### config.mk
export PLATFORM = sky130hd
export DESIGN_NAME = debounce_bcd7
export DESIGN_NICKNAME = d
export VERILOG_FILES = /design/src/rtl/debounce_bcd7_pkg.sv /design/src/rtl/bcd7_decoder.sv /design/src/rtl/debounce_bcd7.sv
export SDC_FILE = /design/constraint.sdc
export NUM_CORES = 1
export LEC_CHECK = 0
export CAP_MARGIN = 5
export CORE_ASPECT_RATIO = 0.75
export CORE_UTILIZATION = 59
export CTS_CLUSTER_DIAMETER = 100
export CTS_CLUSTER_SIZE = 20
export DETAILED_ROUTE_END_ITERATION = 7
export PLACE_DENSITY_LB_ADDON = 0.2
export RECOVER_POWER = 100
export SLEW_MARGIN = 20
export SYNTH_ARGS = -nofsm -noshare
export SYNTH_HDL_FRONTEND = slang
export SYNTH_HIERARCHICAL = 1
export SYNTH_SLANG_ARGS = --single-unit
### constraint.sdc
create_clock -name clk -period 4.53 [get_ports clk]
set_input_delay 0.6795 -clock clk [delete_from_list [all_inputs] [get_ports clk]]
set_output_delay 0.6795 -clock clk [all_outputs]
set_load 0.005 [all_outputs]
### src/rtl/debounce_bcd7_pkg.sv
// debounce_bcd7_pkg -- shared types and constants for the debounced key
// plus seven-segment decoder block.
//   seg_t             : segment vector, index 0 = a ... index 6 = g, 1 = lit
//   SEG_0..SEG_9      : decimal digit glyphs
//   SEG_A..SEG_F      : hex glyphs (used only when BCD7_HEX_EN is defined)
//   SEG_BLANK         : all segments off
//   DB_CYCLES_DEFAULT : default debounce qualification length (10 ms @ 50 MHz)
package debounce_bcd7_pkg;

    typedef logic [0:6] seg_t;

    localparam seg_t SEG_0     = 7'b1111110;
    localparam seg_t SEG_1     = 7'b0110000;
    localparam seg_t SEG_2     = 7'b1101101;
    localparam seg_t SEG_3     = 7'b1111001;
    localparam seg_t SEG_4     = 7'b0110011;
    localparam seg_t SEG_5     = 7'b1011011;
    localparam seg_t SEG_6     = 7'b1011111;
    localparam seg_t SEG_7     = 7'b1110000;
    localparam seg_t SEG_8     = 7'b1111111;
    localparam seg_t SEG_9     = 7'b1111011;
    localparam seg_t SEG_A     = 7'b1110111;
    localparam seg_t SEG_B     = 7'b0011111;
    localparam seg_t SEG_C     = 7'b1001110;
    localparam seg_t SEG_D     = 7'b0111101;
    localparam seg_t SEG_E     = 7'b1001111;
    localparam seg_t SEG_F     = 7'b1000111;
    localparam seg_t SEG_BLANK = 7'b0000000;

    localparam int DB_CYCLES_DEFAULT = 500000;

endpackage

### src/rtl/bcd7_decoder.sv
// bcd7_decoder -- purely combinational digit to seven-segment decoder.
// Ports:
//   din  [3:0] : binary/BCD digit
//   dout [0:6] : segments a..g, active-high
// Configuration macro BCD7_HEX_EN: when defined, 10..15 show A b C d E F;
// otherwise they blank the display.
module bcd7_decoder
    import debounce_bcd7_pkg::*;
(
    input  logic [3:0] din,
    output logic [0:6] dout
);

    always_comb begin
        dout = SEG_BLANK;
        case (din)
            4'd0:    dout = SEG_0;
            4'd1:    dout = SEG_1;
            4'd2:    dout = SEG_2;
            4'd3:    dout = SEG_3;
            4'd4:    dout = SEG_4;
            4'd5:    dout = SEG_5;
            4'd6:    dout = SEG_6;
            4'd7:    dout = SEG_7;
            4'd8:    dout = SEG_8;
            4'd9:    dout = SEG_9;
`ifdef BCD7_HEX_EN
            4'd10:   dout = SEG_A;
            4'd11:   dout = SEG_B;
            4'd12:   dout = SEG_C;
            4'd13:   dout = SEG_D;
            4'd14:   dout = SEG_E;
            4'd15:   dout = SEG_F;
`else
            default: dout = SEG_BLANK;
`endif
        endcase
    end

endmodule

### src/rtl/debounce_bcd7.sv
// debounce_bcd7 -- push-button debouncer plus seven-segment digit decoder.
// Parameters:
//   DB_CYCLES   (>= 1) : consecutive stable clocks before key_o follows
//   SYNC_STAGES (>= 2) : synchronizer depth on key_i
// Ports:
//   clk         : system clock, rising edge
//   reset       : asynchronous, active-high; deassert synchronously to clk
//   key_i       : raw asynchronous button level
//   key_o       : debounced, registered level
//   din  [3:0]  : digit to display
//   dout [0:6]  : segments a..g, active-high, combinational from din
// Configuration macro BCD7_HEX_EN is consumed by bcd7_decoder.
// Latency from a clean key_i edge to key_o is SYNC_STAGES + DB_CYCLES clocks.
module debounce_bcd7
    import debounce_bcd7_pkg::*;
#(
    parameter int DB_CYCLES   = DB_CYCLES_DEFAULT,
    parameter int SYNC_STAGES = 2
) (
    input  logic       clk,
    input  logic       reset,
    input  logic       key_i,
    output logic       key_o,
    input  logic [3:0] din,
    output logic [0:6] dout
);

    localparam int CNT_W = $clog2(DB_CYCLES + 1);
    // Counter value on the clock before it would reach DB_CYCLES.
    localparam logic [CNT_W-1:0] CNT_LAST = CNT_W'(DB_CYCLES - 1);

    logic [SYNC_STAGES-1:0] sync_q;
    logic [SYNC_STAGES-1:0] sync_d;
    logic [CNT_W-1:0]       cnt_q;
    logic [CNT_W-1:0]       cnt_d;
    logic                   key_q;
    logic                   key_d;
    logic                   key_smp;

    assign sync_d  = {sync_q[SYNC_STAGES-2:0], key_i};
    assign key_smp = sync_q[SYNC_STAGES-1];

    // Any clock where the sampled key agrees with key_o clears the count,
    // so a bounce shorter than DB_CYCLES never accumulates. Reaching the
    // terminal value updates key_o and clears, so the counter cannot wrap.
    always_comb begin
        cnt_d = '0;
        key_d = key_q;
        if (key_smp != key_q) begin
            if (cnt_q == CNT_LAST) begin
                key_d = key_smp;
            end else begin
                cnt_d = cnt_q + CNT_W'(1);
            end
        end
    end

    always_ff @(posedge clk or posedge reset) begin
        if (reset) begin
            sync_q <= '0;
            cnt_q  <= '0;
            key_q  <= 1'b0;
        end else begin
            sync_q <= sync_d;
            cnt_q  <= cnt_d;
            key_q  <= key_d;
        end
    end

    assign key_o = key_q;

    bcd7_decoder u_dec (
        .din  (din),
        .dout (dout)
    );

endmodule

# ---- After elaboration in Yosys (flattened, before gate mapping)
# Memories as Yosys holds them, arrays and structs flattened.
# Index checks and enable logic that the tools add are counted.
# Widths: inputs -> output; s select.
dict set report word_totals {
  ff_bits 22
  rom_bits 112
  input_bits 7
  out_inout_bits 8
  elab_cells 10
  mem_count 1
}
# name depth word_bits rd rd_ports_with_merged_regs write_ports line
set memory_table {}
lappend memory_table {{(no name shown)} 16 7 1 0 0 bcd7_decoder.sv:16} ;# case (din)
dict set report classes {
  add_sub_neg 1
  eq_ne 2
  mux 2
  reduce_logical 1
}
# cell n
set ops {}
lappend ops {{$mux 19} 2}
lappend ops {{$add 19x1->19 const B} 1}
lappend ops {{$eq 19x19->1 const B} 1}
lappend ops {{$reduce_and 2->1} 1}
lappend ops {{$ne 1x1->1} 1}

# ---- Longest topological paths before layout
# Gate-level depths: netlist of run 1.
dict set report depth {
  depth_word 3
  ltp_mapped 7
  depth_no_buf 5
}

# ---- Modules after synthesis
# Netlist of run 1, hierarchy kept.
# mod instances cells_each area_each_um2 seq_area_each_um2
set by_module_without_submodules {}
lappend by_module_without_submodules {debounce_bcd7 1 103 1091.0 550.5}
lappend by_module_without_submodules {bcd7_decoder 1 28 219.0 0.0}

# ---- Worst setup path after synthesis of run 1
# No wires, ideal clock.
dict set report synth_timing {
  path_kind {input to output}
  start {input din[0]}
  end {output dout[1] (netlist bit)}
  arrival_ps 1230
  t_required_ps 3851
  slack_ps 2621
  stages 3
  n_path_buf 0
  path_cell_list {inv_1 -> ha_1 -> o21ai_0}
}
dict set report synth_between {
  elab_chain_len 1
}
# item line
set synth_lines {}
lappend synth_lines {{from (decl)} debounce_bcd7.sv:24} ;# input logic [3:0] din,
lappend synth_lines {{$mem_v2 16x7} -}
lappend synth_lines {{to (decl)} debounce_bcd7.sv:25} ;# output logic [0:6] dout
# No other way between the ends.

# ---- Worst setup path after layout of run 1
dict set report layout_timing {
  start {input din[1]}
  end {output dout[3] (netlist bit)}
}
# The elaborated chain is that of the path after synthesis.

==> impl_metrics.py, run 1 <==
metrics = {
    "run_status": {
        "outcome": "finished, final reports clean",
    },
    "die": {
        "start_util_pct": 63.9,
        "dieArea_sq_um": 2410,
        "die_w_um": 56.4,
        "ios": 15,
        "coreArea_sq_um": 2050,
        "die_h_um": 42.8,
        "rows": 14,
    },
    "finish": {
        "utilization_pct": 70.5,
        "antennaDiodeCount": 0,
        "num-nets-final": 158,
        "area_delta_synth_final_pct": 10.3,
        "fillers": 169,
        "fin_cells": 167,
        "finish.instance_area_sq_um": 1450,
        "final_layout_size_suffix_gt1_share_pct": 5.59,
    },
    "global_route": {
        "antenna_found_initial": 0,
        "grt_max_degree": 23,
        "grt.total_usage_pct": 23.4,
        "gr-total-overflow": 0,
        "first_global_vias": 926,
        "grt_pass1_wl_mm": 4.21,
    },
    "yosys": {
        "synth_edf_count": 0,
        "ys_warn_count": 6,
        "ys_ff_latch": 22,
        "synth_cells": 131,
        "synth.distinct_cells": 38,
        "synth_seq_area_share_pct": 42.0,
        "synthFlopType": "dfrtp_1",
        "syn_nets": 145,
        "syn-cell-area_sq_um": 1310,
        "ys_async_sr_fraction_pct": 100,
        "synth.avg_cell_area_sq_um": 10.0,
    },
    "cts": {
        "post_cts_buffers": 0,
        "tritoncts": "yes",
        "path_clk_slew_ns": 0.12,
        "root_buffer": "clkbuf_4",
        "cts_hold_buf": 0,
        "cts-buffers-inserted": 3,
        "h-tree-depth": 1,
        "cts.sinks": 22,
        "insertion_delay_ns": 0.31,
        "ctsLongestPathBuffers": 2,
        "post_cts_resized": 0,
    },
    "timing": {
        "fin_worst_skew_ns": 0.00822,
        "tns_ns": 0,
        "setup_slack_ns": 1.19,
        "slew_viol_final": 0,
        "worstMarginPinSlew_ns": 0.820,
        "period_needed_ns": 3.34,
        "fin_crit_sh_pct": 73.8,
        "fmax_ghz": 0.299,
        "setup_violations": 0,
        "rsz0062_at_grt": "no",
        "holdWs_ns": 0.371,
        "hold_viol": 0,
        "relSlewSlack_pct": 45.3,
    },
    "pwr": {
        "total_power_uw": 353,
        "ir_drop_v": 0.000222,
        "p_leak_nw": 0.638,
        "p_per_area_nw_per_um2": 245,
    },
    "route": {
        "ant_nets": 0,
        "wl_mm": 2.45,
        "via_per_inst": 6.08,
        "firstDrtPassIters": 4,
        "drt_iter0_markers": 43,
        "dr_total_vias": 1015,
        "drc": 0,
        "wl_per_cell_um": 14.7,
    },
    "worst_hold_path": {
        "hp-class": "flip-flop to flip-flop",
    },
    "worst_setup_path": {
        "cp-start-kind": "input port",
        "regToRegSetupSlack_ns": 2.53,
        "max_stage_delay_ns": 0.70,
        "cp.arrival_ns": 2.67,
        "path_class": "input port to output pin",
        "cpMostUsedCell": "dlygate4sd3_1",
        "path_max_fanout": 7,
        "crit_path_cell_trace": "dlygate4sd3_1 > inv_1 > ha_1 > nor2_1 > a21oi_1 > o22ai_1 > dlygate4sd3_1",
        "crit_slowest_cell": "dlygate4sd3_1",
        "end_kind": "output pin",
        "critPathRequiredTime_ns": 3.85,
    },
    "placed_design": {
        "place_inst": 163,
        "placed_area_sq_um": 1420,
        "gp_congestion": 0.834,
        "dpl.hpwl_mm": 1.82,
        "portBuffers": 14,
        "place_ws_ns": 1.38,
    },
    "run": {
        "cap_viol_max_count": 0,
    },
}
-- final cells by class --
type / instances / area, sq um / area share (%)
multi-input cells: 97 / 666 / 46.1
repair buffers: 14 / 140 / 9.70
clock buffers: 4 / 36.3 / 2.51
well taps: 24 / 30.0 / 2.08
inverters: 6 / 22.5 / 1.56
flip-flops and latches: 22 / 551 / 38.1
-- kinds of logic after synthesis --
group | after synthesis | share of synthesized area, %
xor+xnor | 16 | 10.7
buf+inv | 12 | 6.49
fa+ha+maj | 7 | 6.69
flops | 22 | 42.0
simple gates | 55 | 23.9
compound gates | 17 | 8.31
mux | 2 | 1.91
-- power by group --
| group | switching (mW) | leakage (nW) | total [mW] | internal [mW] |
|---|---|---|---|---|
| clock | 0.0605 | 0.0210 | 0.110 | 0.0491 |
| sequential | 0.00274 | 0.300 | 0.202 | 0.199 |
| combinational | 0.0208 | 0.317 | 0.0417 | 0.0209 |
-- worst max-delay path: cells and delay by family --
family | cells | cell delay [ns]
buffers and inverters | 3 | 1.44
and+or+nand+nor | 1 | 0.10
adders and majority gates | 1 | 0.20
AOI/OAI and AO/OA | 2 | 0.24
-- Yosys cell counts, types with 2 or more instances --
| library cell | number | area [sq um] |
|---|---|---|
| ha_1 | 7 | 87.6 |
| nand2_1 | 6 | 22.5 |
| a21oi_1 | 5 | 25.0 |
| nand4b_1 | 2 | 17.5 |
| xor2_1 | 8 | 70.1 |
| buf_6 | 3 | 33.8 |
| nor2_1 | 18 | 67.6 |
| o21ai_0 | 2 | 10.0 |
| nand3_1 | 7 | 35.0 |
| xnor2_1 | 8 | 70.1 |
| dfrtp_1 | 22 | 551 |
| and3_1 | 3 | 18.8 |
| and4_1 | 2 | 17.5 |
| o22ai_1 | 5 | 31.3 |
| nand4_1 | 4 | 25.0 |
| nor4_1 | 2 | 12.5 |
| or4b_1 | 2 | 20.0 |
| inv_1 | 5 | 18.8 |
-- worst paths after layout --
path                           start   endpoint  depth (start not counted)
max                           din[1]    dout[3]                          7
min                        sync_q[0]  sync_q[1]                          0
max reg2reg                cnt_q[11]   cnt_q[8]                          4
min reg2reg                sync_q[0]  sync_q[1]                          0
max in group asynchronous      reset   cnt_q[1]                          2
min in group asynchronous      reset      key_o                          2
-- routing by layer --
metal / track usage [%] / part of all wire, % / vias up
li1: - / - / 482
met4: 7.32 / 0.94 / 0
met1: 32.8 / 47 / 496
met2: 35.2 / 45 / 35
met5: 0 / 0 / -
met3: 6.71 / 6.7 / 2
-- cells in the final DEF, fill, tap and decap left out, types with 2 or more instances in the layout --
master,netlist,layout
nor3_1,1,2
clkdlybuf4s50_1,0,5
ha_1,7,7
o22ai_1,5,5
dfrtp_1,22,22
xor2_1,8,8
and4_1,2,2
or4_1,1,2
nand2_1,6,6
and3_1,3,3
xnor2_1,8,8
dlygate4sd3_1,0,9
clkbuf_4,0,3
or4b_1,2,2
nand4b_1,2,2
nand4_1,4,4
inv_1,5,6
nand3_1,7,7
nor2_1,18,18
o21ai_0,2,2
nor4_1,2,2
a21oi_1,5,5
-- state kept, by name, indices dropped and copies added (netlist names) --
register,flops
sync_q,2
cnt_q,19
key_o,1
(Power assumes the default switching activity.)
==> run 2: changes to the inputs <==
- CORE_UTILIZATION: 59 -> 49
- clock period: 4.53 -> 2.75 ns (I/O delays scaled with it)
==> run 2 against run 1 <==
- register-to-register slack worse by 1.8 ns
- die area is 20% higher
- sequential share of layout area is 0.93 points lower
- combinational power is 71% higher
- via count is 4.1% lower
- power is 85% higher
- core utilization is 8.8 points lower
- hold slack better by 0.0054 ns
- first-iteration DRC count stayed put
- routed wire length is 4.2% higher
- critical path depth is 1 lower
- largest power group unchanged
==> impl_metrics.py, run 2 (same netlist as run 1, synthesis figures left out) <==
metrics = {
    "cts": {
        "cts_hold_buf": 0,
        "root_buffer": "clkbuf_4",
        "post_cts_resized": 0,
        "path_clk_slew_ns": 0.13,
        "tritoncts": "yes",
        "h-tree-depth": 1,
        "cts.sinks": 22,
        "ctsLongestPathBuffers": 2,
        "insertion_delay_ns": 0.32,
        "post_cts_buffers": 0,
        "cts-buffers-inserted": 3,
    },
    "die": {
        "ios": 15,
        "die_w_um": 61.7,
        "coreArea_sq_um": 2400,
        "dieArea_sq_um": 2890,
        "die_h_um": 46.8,
        "start_util_pct": 54.5,
        "rows": 15,
    },
    "timing": {
        "fmax_ghz": 0.388,
        "worstMarginPinSlew_ns": 0.813,
        "holdWs_ns": 0.376,
        "tns_ns": 0,
        "relSlewSlack_pct": 45.8,
        "rsz0062_at_grt": "no",
        "setup_violations": 0,
        "period_needed_ns": 2.58,
        "fin_worst_skew_ns": 0.00614,
        "setup_slack_ns": 0.174,
        "slew_viol_final": 0,
        "fin_crit_sh_pct": 93.7,
        "hold_viol": 0,
    },
    "finish": {
        "final_common_cell": "dfrtp_1",
        "final_cell_mix": "22 x dfrtp_1, 18 x nor2_1, 9 x dlygate4sd3_1",
        "area_delta_synth_final_pct": 13.1,
        "num-nets-final": 159,
        "largest_reg_flops": 19,
        "final_layout_size_suffix_gt1_share_pct": 6.94,
        "fin_cells": 178,
        "largest_register": "cnt_q",
        "antennaDiodeCount": 0,
    },
    "route": {
        "wl_per_cell_um": 14.3,
        "ant_nets": 0,
        "drc": 0,
        "drt_iter0_markers": 43,
        "dr_total_vias": 973,
        "wl_mm": 2.55,
        "via_per_inst": 5.47,
        "firstDrtPassIters": 4,
    },
    "placed_design": {
        "place_inst": 174,
        "portBuffers": 14,
        "gp_congestion": 0.888,
        "dpl.hpwl_mm": 1.87,
        "place_ws_ns": 0.263,
    },
    "worst_setup_path": {
        "regToRegEndpoint": "cnt_q[12]",
        "max_stage_delay_ns": 0.59,
        "regToRegSetupSlack_ns": 0.70,
        "r2r-start": "cnt_q[11]",
        "crit_path_cell_trace": "dlygate4sd3_1 > inv_1 > ha_1 > inv_1 > o22ai_1 > dlygate4sd3_1",
        "cp-start-kind": "input port",
        "path_class": "input port to output pin",
        "cp.arrival_ns": 2.16,
        "critPathRequiredTime_ns": 2.34,
        "end_kind": "output pin",
        "crit_slowest_cell": "dlygate4sd3_1",
        "rr_worst_depth": 4,
        "path_max_fanout": 4,
    },
    "global_route": {
        "grt_pass1_wl_mm": 4.41,
        "grt.total_usage_pct": 21.7,
        "grt_max_degree": 23,
        "gr-total-overflow": 0,
        "antenna_found_initial": 0,
        "first_global_vias": 906,
    },
    "worst_hold_path": {
        "hold_start": "sync_q[0]",
        "hold_end": "sync_q[1]",
        "hp-class": "flip-flop to flip-flop",
        "hold_depth": 0,
    },
    "pwr": {
        "p_leak_nw": 0.650,
        "p_per_area_nw_per_um2": 443,
        "ir_drop_v": 0.000388,
    },
    "run_status": {
        "outcome": "finished, final reports clean",
    },
    "run": {
        "cap_viol_max_count": 0,
    },
}
==> run 2: changes by cell type in the layout (fill, tap and decap cells not counted) <==
cell / delta
buf_4: +1
bufinv_16: +1
clkbuf_8: -1
inv_1: -1
inv_2: +1
==> run 2: through the flow <==
stage                     utilization [%]  power [mW]  area [sq um]
final                                61.7       0.656          1480
after global routing                 61.7       0.688          1480
after CTS                            62.0       0.666          1490
after detailed placement             59.8       0.415          1440
after global placement               59.8       0.412          1440
after floorplan                         -       0.383          1310
==> run 2: area by class of cell <==
| type | count | area [sq um] |
|---|---|---|
| clock buffers | 3 | 22.5 |
| clock inverters | 1 | 30.0 |
| fillers | 231 | 921 |
| inverters | 6 | 22.5 |
| multi-input cells | 97 | 666 |
| flip-flops and latches | 22 | 551 |
| well taps | 34 | 42.5 |
| repair buffers | 15 | 148 |
==> run 2: worst max-delay path by stage <==
stage	from	end	slack [ns]	cells after the start
floorplan	cnt_q[11]	cnt_q[10]	1.11	6
global placement	din[0]	dout[1]	0.34	5
global route	din[0]	dout[1]	0.08	5
detailed placement	din[0]	dout[1]	0.26	5
CTS	din[0]	dout[1]	0.26	5
finish	din[0]	dout[3]	0.17	6
==> run 2: worst max-delay path: cells and delay by family <==
| family | cells | cell delay (ns) |
|---|---|---|
| adders and majority gates | 1 | 0.32 |
| AOI/OAI and AO/OA | 1 | 0.08 |
| buffers and inverters | 4 | 1.35 |
==> run 2: where the power goes <==
group	switching [mW]	leakage [nW]	internal (mW)	total [mW]
Sequential	0.00453	0.300	0.328	0.333
Clock	0.104	0.0279	0.147	0.251
Combinational	0.0358	0.322	0.0357	0.0714
==> run 2: routing by layer <==
metal,up-vias,routed length [um],global-route usage [%]
met5,-,0,0
met4,0,16,5.33
met3,2,117,6.89
met2,21,1130,30.3
met1,465,1290,32.6
li1,485,-,-
==> run 3: changes to the inputs <==
- MAX_ROUTING_LAYER: default -> met4
==> run 3 against run 2 <==
- flip-flop and latch count did not move
- clock power barely moved
- sequential power barely moved
- sequential share of layout area did not move
- hold slack improved by 0.0014 ns
- maximum frequency rose by 0.29%
- critical path depth did not move
- largest cell class unchanged
- design area did not move
- non-clock buffer count did not move
- power rose by 0.30%
- setup slack improved by 0.0075 ns
- global-route usage rose by 0.69 points
==> impl_metrics.py, run 3 (same netlist as run 1, synthesis figures left out) <==
metrics = {
    "global_route": {
        "antenna_found_initial": 0,
        "first_global_vias": 902,
        "grt_pass1_wl_mm": 4.42,
        "gr-total-overflow": 0,
        "grt_max_degree": 23,
        "grt.total_usage_pct": 22.4,
    },
    "route": {
        "wl_mm": 2.55,
        "drt_iter0_markers": 45,
        "ant_nets": 0,
        "drc": 0,
        "wl_per_cell_um": 14.3,
        "dr_total_vias": 975,
        "firstDrtPassIters": 4,
        "via_per_inst": 5.48,
    },
    "cts": {
        "post_cts_resized": 0,
        "h-tree-depth": 1,
        "cts.sinks": 22,
        "ctsLongestPathBuffers": 2,
        "root_buffer": "clkbuf_4",
        "cts_hold_buf": 0,
        "path_clk_slew_ns": 0.13,
        "post_cts_buffers": 0,
        "insertion_delay_ns": 0.32,
        "cts-buffers-inserted": 3,
        "tritoncts": "yes",
    },
    "finish": {
        "final_common_cell": "dfrtp_1",
        "final_layout_size_suffix_gt1_share_pct": 6.94,
        "largest_reg_flops": 19,
        "area_delta_synth_final_pct": 13.1,
        "fin_cells": 178,
        "antennaDiodeCount": 0,
        "final_cell_mix": "22 x dfrtp_1, 18 x nor2_1, 9 x dlygate4sd3_1",
        "largest_register": "cnt_q",
        "num-nets-final": 159,
    },
    "worst_setup_path": {
        "end_kind": "output pin",
        "critical_path_cell_count": 6,
        "critPathRequiredTime_ns": 2.34,
        "rr_worst_depth": 4,
        "crit_start": "din[0]",
        "crit_slowest_cell": "dlygate4sd3_1",
        "path_max_fanout": 4,
        "max_stage_delay_ns": 0.59,
        "cp-start-kind": "input port",
        "path_class": "input port to output pin",
        "regToRegEndpoint": "cnt_q[12]",
        "crit_path_cell_trace": "dlygate4sd3_1 > inv_1 > ha_1 > inv_1 > o22ai_1 > dlygate4sd3_1",
        "endpoint": "dout[3]",
        "cp.arrival_ns": 2.16,
        "path_delay_family": "buffers and inverters",
        "regToRegSetupSlack_ns": 0.71,
        "r2r-start": "cnt_q[11]",
        "path_buf_inv": 4,
    },
    "timing": {
        "setup_violations": 0,
        "slew_viol_final": 0,
        "worstMarginPinSlew_ns": 0.820,
        "fmax_ghz": 0.389,
        "tns_ns": 0,
        "rsz0062_at_grt": "no",
        "fin_crit_sh_pct": 93.4,
        "fin_worst_skew_ns": 0.00935,
        "period_needed_ns": 2.57,
        "relSlewSlack_pct": 45.3,
        "hold_viol": 0,
    },
    "pwr": {
        "ir_drop_v": 0.000394,
        "total_power_uw": 658,
        "p_per_area_nw_per_um2": 444,
        "p_leak_nw": 0.650,
    },
    "die": {
        "rows": 15,
        "start_util_pct": 54.5,
        "ios": 15,
        "die_w_um": 61.7,
        "die_h_um": 46.8,
        "dieArea_sq_um": 2890,
        "coreArea_sq_um": 2400,
    },
    "worst_hold_path": {
        "hold_start": "sync_q[0]",
        "hp-class": "flip-flop to flip-flop",
    },
    "placed_design": {
        "place_inst": 174,
        "dpl.hpwl_mm": 1.87,
        "gp_congestion": 0.903,
        "portBuffers": 14,
    },
    "run_status": {
        "outcome": "finished, final reports clean",
    },
    "run": {
        "cap_viol_max_count": 0,
    },
}
==> run 3: cell type report <==
cell class                      count  area, sq um
Multi-Input combinational cell     97          666
Sequential cell                    22          551
Clock buffer                        3         22.5
Tap cell                           34         42.5
Clock inverter                      1         30.0
Fill cell                         231          921
Inverter                            6         22.5
Timing Repair Buffer               15          148
==> run 3: where the power goes <==
part           switching [mW]  leakage [nW]  internal (mW)
logic                  0.0358         0.322         0.0357
registers             0.00452         0.300          0.328
clock network           0.106        0.0279          0.148
total                   0.146         0.650          0.512
==> run 3: routing by layer <==
| layer | track usage (%) | vias up | wire length (um) | share of wire [%] |
|---|---|---|---|---|
| met5 | - | - | 0 | 0 |
| li1 | - | 484 | - | - |
| met3 | 6.89 | 2 | 126 | 4.9 |
| met1 | 32.3 | 466 | 1280 | 50 |
| met4 | 5.33 | 0 | 20 | 0.78 |
| met2 | 30.5 | 23 | 1120 | 44 |
==> run 3: stage by stage <==
stage          utilization, %  instance area [sq um]  worst slack, ns  hold WS (ns)
2_1_floorplan               -                   1310             1.11         0.331
3_3_place_gp             59.8                   1440            0.342         0.344
3_5_place_dp             59.8                   1440            0.263         0.340
4_1_cts                  62.0                   1490            0.263         0.380
5_1_grt                  61.7                   1480           0.0844         0.390
6_report                 61.7                   1480            0.182         0.378
==> run 3: worst min-delay path by stage <==
stage,end,cells past startpoint
final,sync_q[1],0
after global placement,sync_q[1],0
after global routing,sync_q[1],0
after CTS,sync_q[1],0
after detailed placement,sync_q[1],0
after floorplan,sync_q[1],0
==> edit: new RTL, settings of run 2 <==
Reset style: synchronous (`reset`), changed in one clocked block. Comments in the files are not updated.
--- a/src/rtl/debounce_bcd7.sv
+++ b/src/rtl/debounce_bcd7.sv
@@ -57,3 +57,3 @@
 
-    always_ff @(posedge clk or posedge reset) begin
+    always_ff @(posedge clk) begin
         if (reset) begin
Function: same outputs for any inputs over 10 cycles, from zero or initial values and one cycle with reset high; that may be too few to reach the edited logic, so the function may still have changed.
==> edit against run 2 <==
Wire length fell by 8.1%. Setup slack improved by 3.6 ps. First-iteration DRC count shrank 37%. Synthesized area shrank 6.6%. Via count is 2.3% higher. Power fell by 3.9%. Sequential cell count unchanged. Design area shrank 3.0%. Combinational power shrank 16%.
==> edit: results (changes against run 2) <==
* M1 GR Usage at 0.279 (-0.0474)
* VDD IR max at 0.279 mV (-28%)
* Post-synthesis cell count at 136 (+3.8%)
* Worst r2r src: cnt_q[5]
* Most frequent cells after synthesis: dfxtp_1 (22), nor2_1 (19), nand3_1 (9), xnor2_1 (9)
* Pin count of the biggest net entering global routing at 14 (-39%)
* Hold wc startpoint: sync_q[0]
* Vias in the first global route at 923 (+1.9%)
* Max transition margin at 0.539 (+0.0809)
* Initial drt markers at 27 (-37%)
* Gpl congestion at 0.785 (-12%)
* Fillers at 228 (-1.3%)
* Synth area leaders: dfxtp_1 (36%), ha_1 (7.2%), xnor2_1 (6.4%)
* DP Cell Count at 185 (+6.3%)
* Layout cells sized above 1 at 0.0839 (+0.0144)
* Async S/R FF share, synth at 0 (-1.00)
* Avg Vias per Cell at 5.26 (-3.7%)
* Synth Flop Type: dfxtp_1
* HPWL Detailed at 1780 um (-4.9%)
* Leakage power at 0.000497 uW (-24%)
* Met2 global-route usage at 0.296 (-0.00767)
* Final wirelength at 2350 um (-8.1%)
* First-pass GRT wire length at 4050 um (-8.1%)
* Outcome: complete, no violations
* Gr usage total at 0.200 (-0.0176)
## edit: final cells by class
type / count / area (sq um) / share of cell area
repair buffers: 17 / 155 / 0.108
inverters: 7 / 26.3 / 0.0183
clock inverters: 1 / 30.0 / 0.0209
flip-flops and latches: 22 / 440 / 0.307
well taps: 34 / 42.5 / 0.0296
multi-input cells: 105 / 719 / 0.501
clock buffers: 3 / 22.5 / 0.0157
## edit: where the power goes
group	internal (uW)	leakage (uW)	switching, uW
combinational	34.0	0.000291	26.1
sequential	320	0.000178	0.993
clock	147	0.0000279	101
total	502	0.000497	128
## edit: kinds of logic (layout without fill, tap and decap cells)
logic type,after synthesis,count (layout),share of synthesized area
xor gates and xnor gates,15,15,0.107
buffers and inverters,9,28,0.0297
muxes,2,2,0.0164
DFF,22,22,0.360
adders and majority gates,7,7,0.0716
AOI/OAI and AO/OA,18,18,0.0941
and+or+nand+nor,63,63,0.321
## edit: path summary, 6_finish.rpt
path                             endpoint  slack, ps  cells after the start
worst max register to register  cnt_q[17]        940                      4
worst min register to register  sync_q[1]        450                      1
worst max-delay path              dout[3]        180                      6
worst min-delay path            sync_q[1]        450                      1
## edit: metrics by stage
step	util	setup WS, ps	instance area, sq um	hold WS, ps
after floorplan	-	1250	1220	414
after global placement	0.610	328	1420	417
after detailed placement	0.610	256	1420	436
after CTS	0.632	249	1470	459
after global routing	0.617	140	1440	486
final	0.617	178	1440	452
## edit: critical path: cells and delay by family
family / cells / cell delay, ps
buf+inv: 4 / 1260
fa+ha+maj: 1 / 310
compound gates: 1 / 180
## edit: metal layers
metal,up-vias,part of all wire,routed length (um)
met3,2,0.045,105
li1,515,-,-
met1,461,0.52,1220
met4,0,0.0055,13
met5,-,0,0
met2,17,0.43,1000
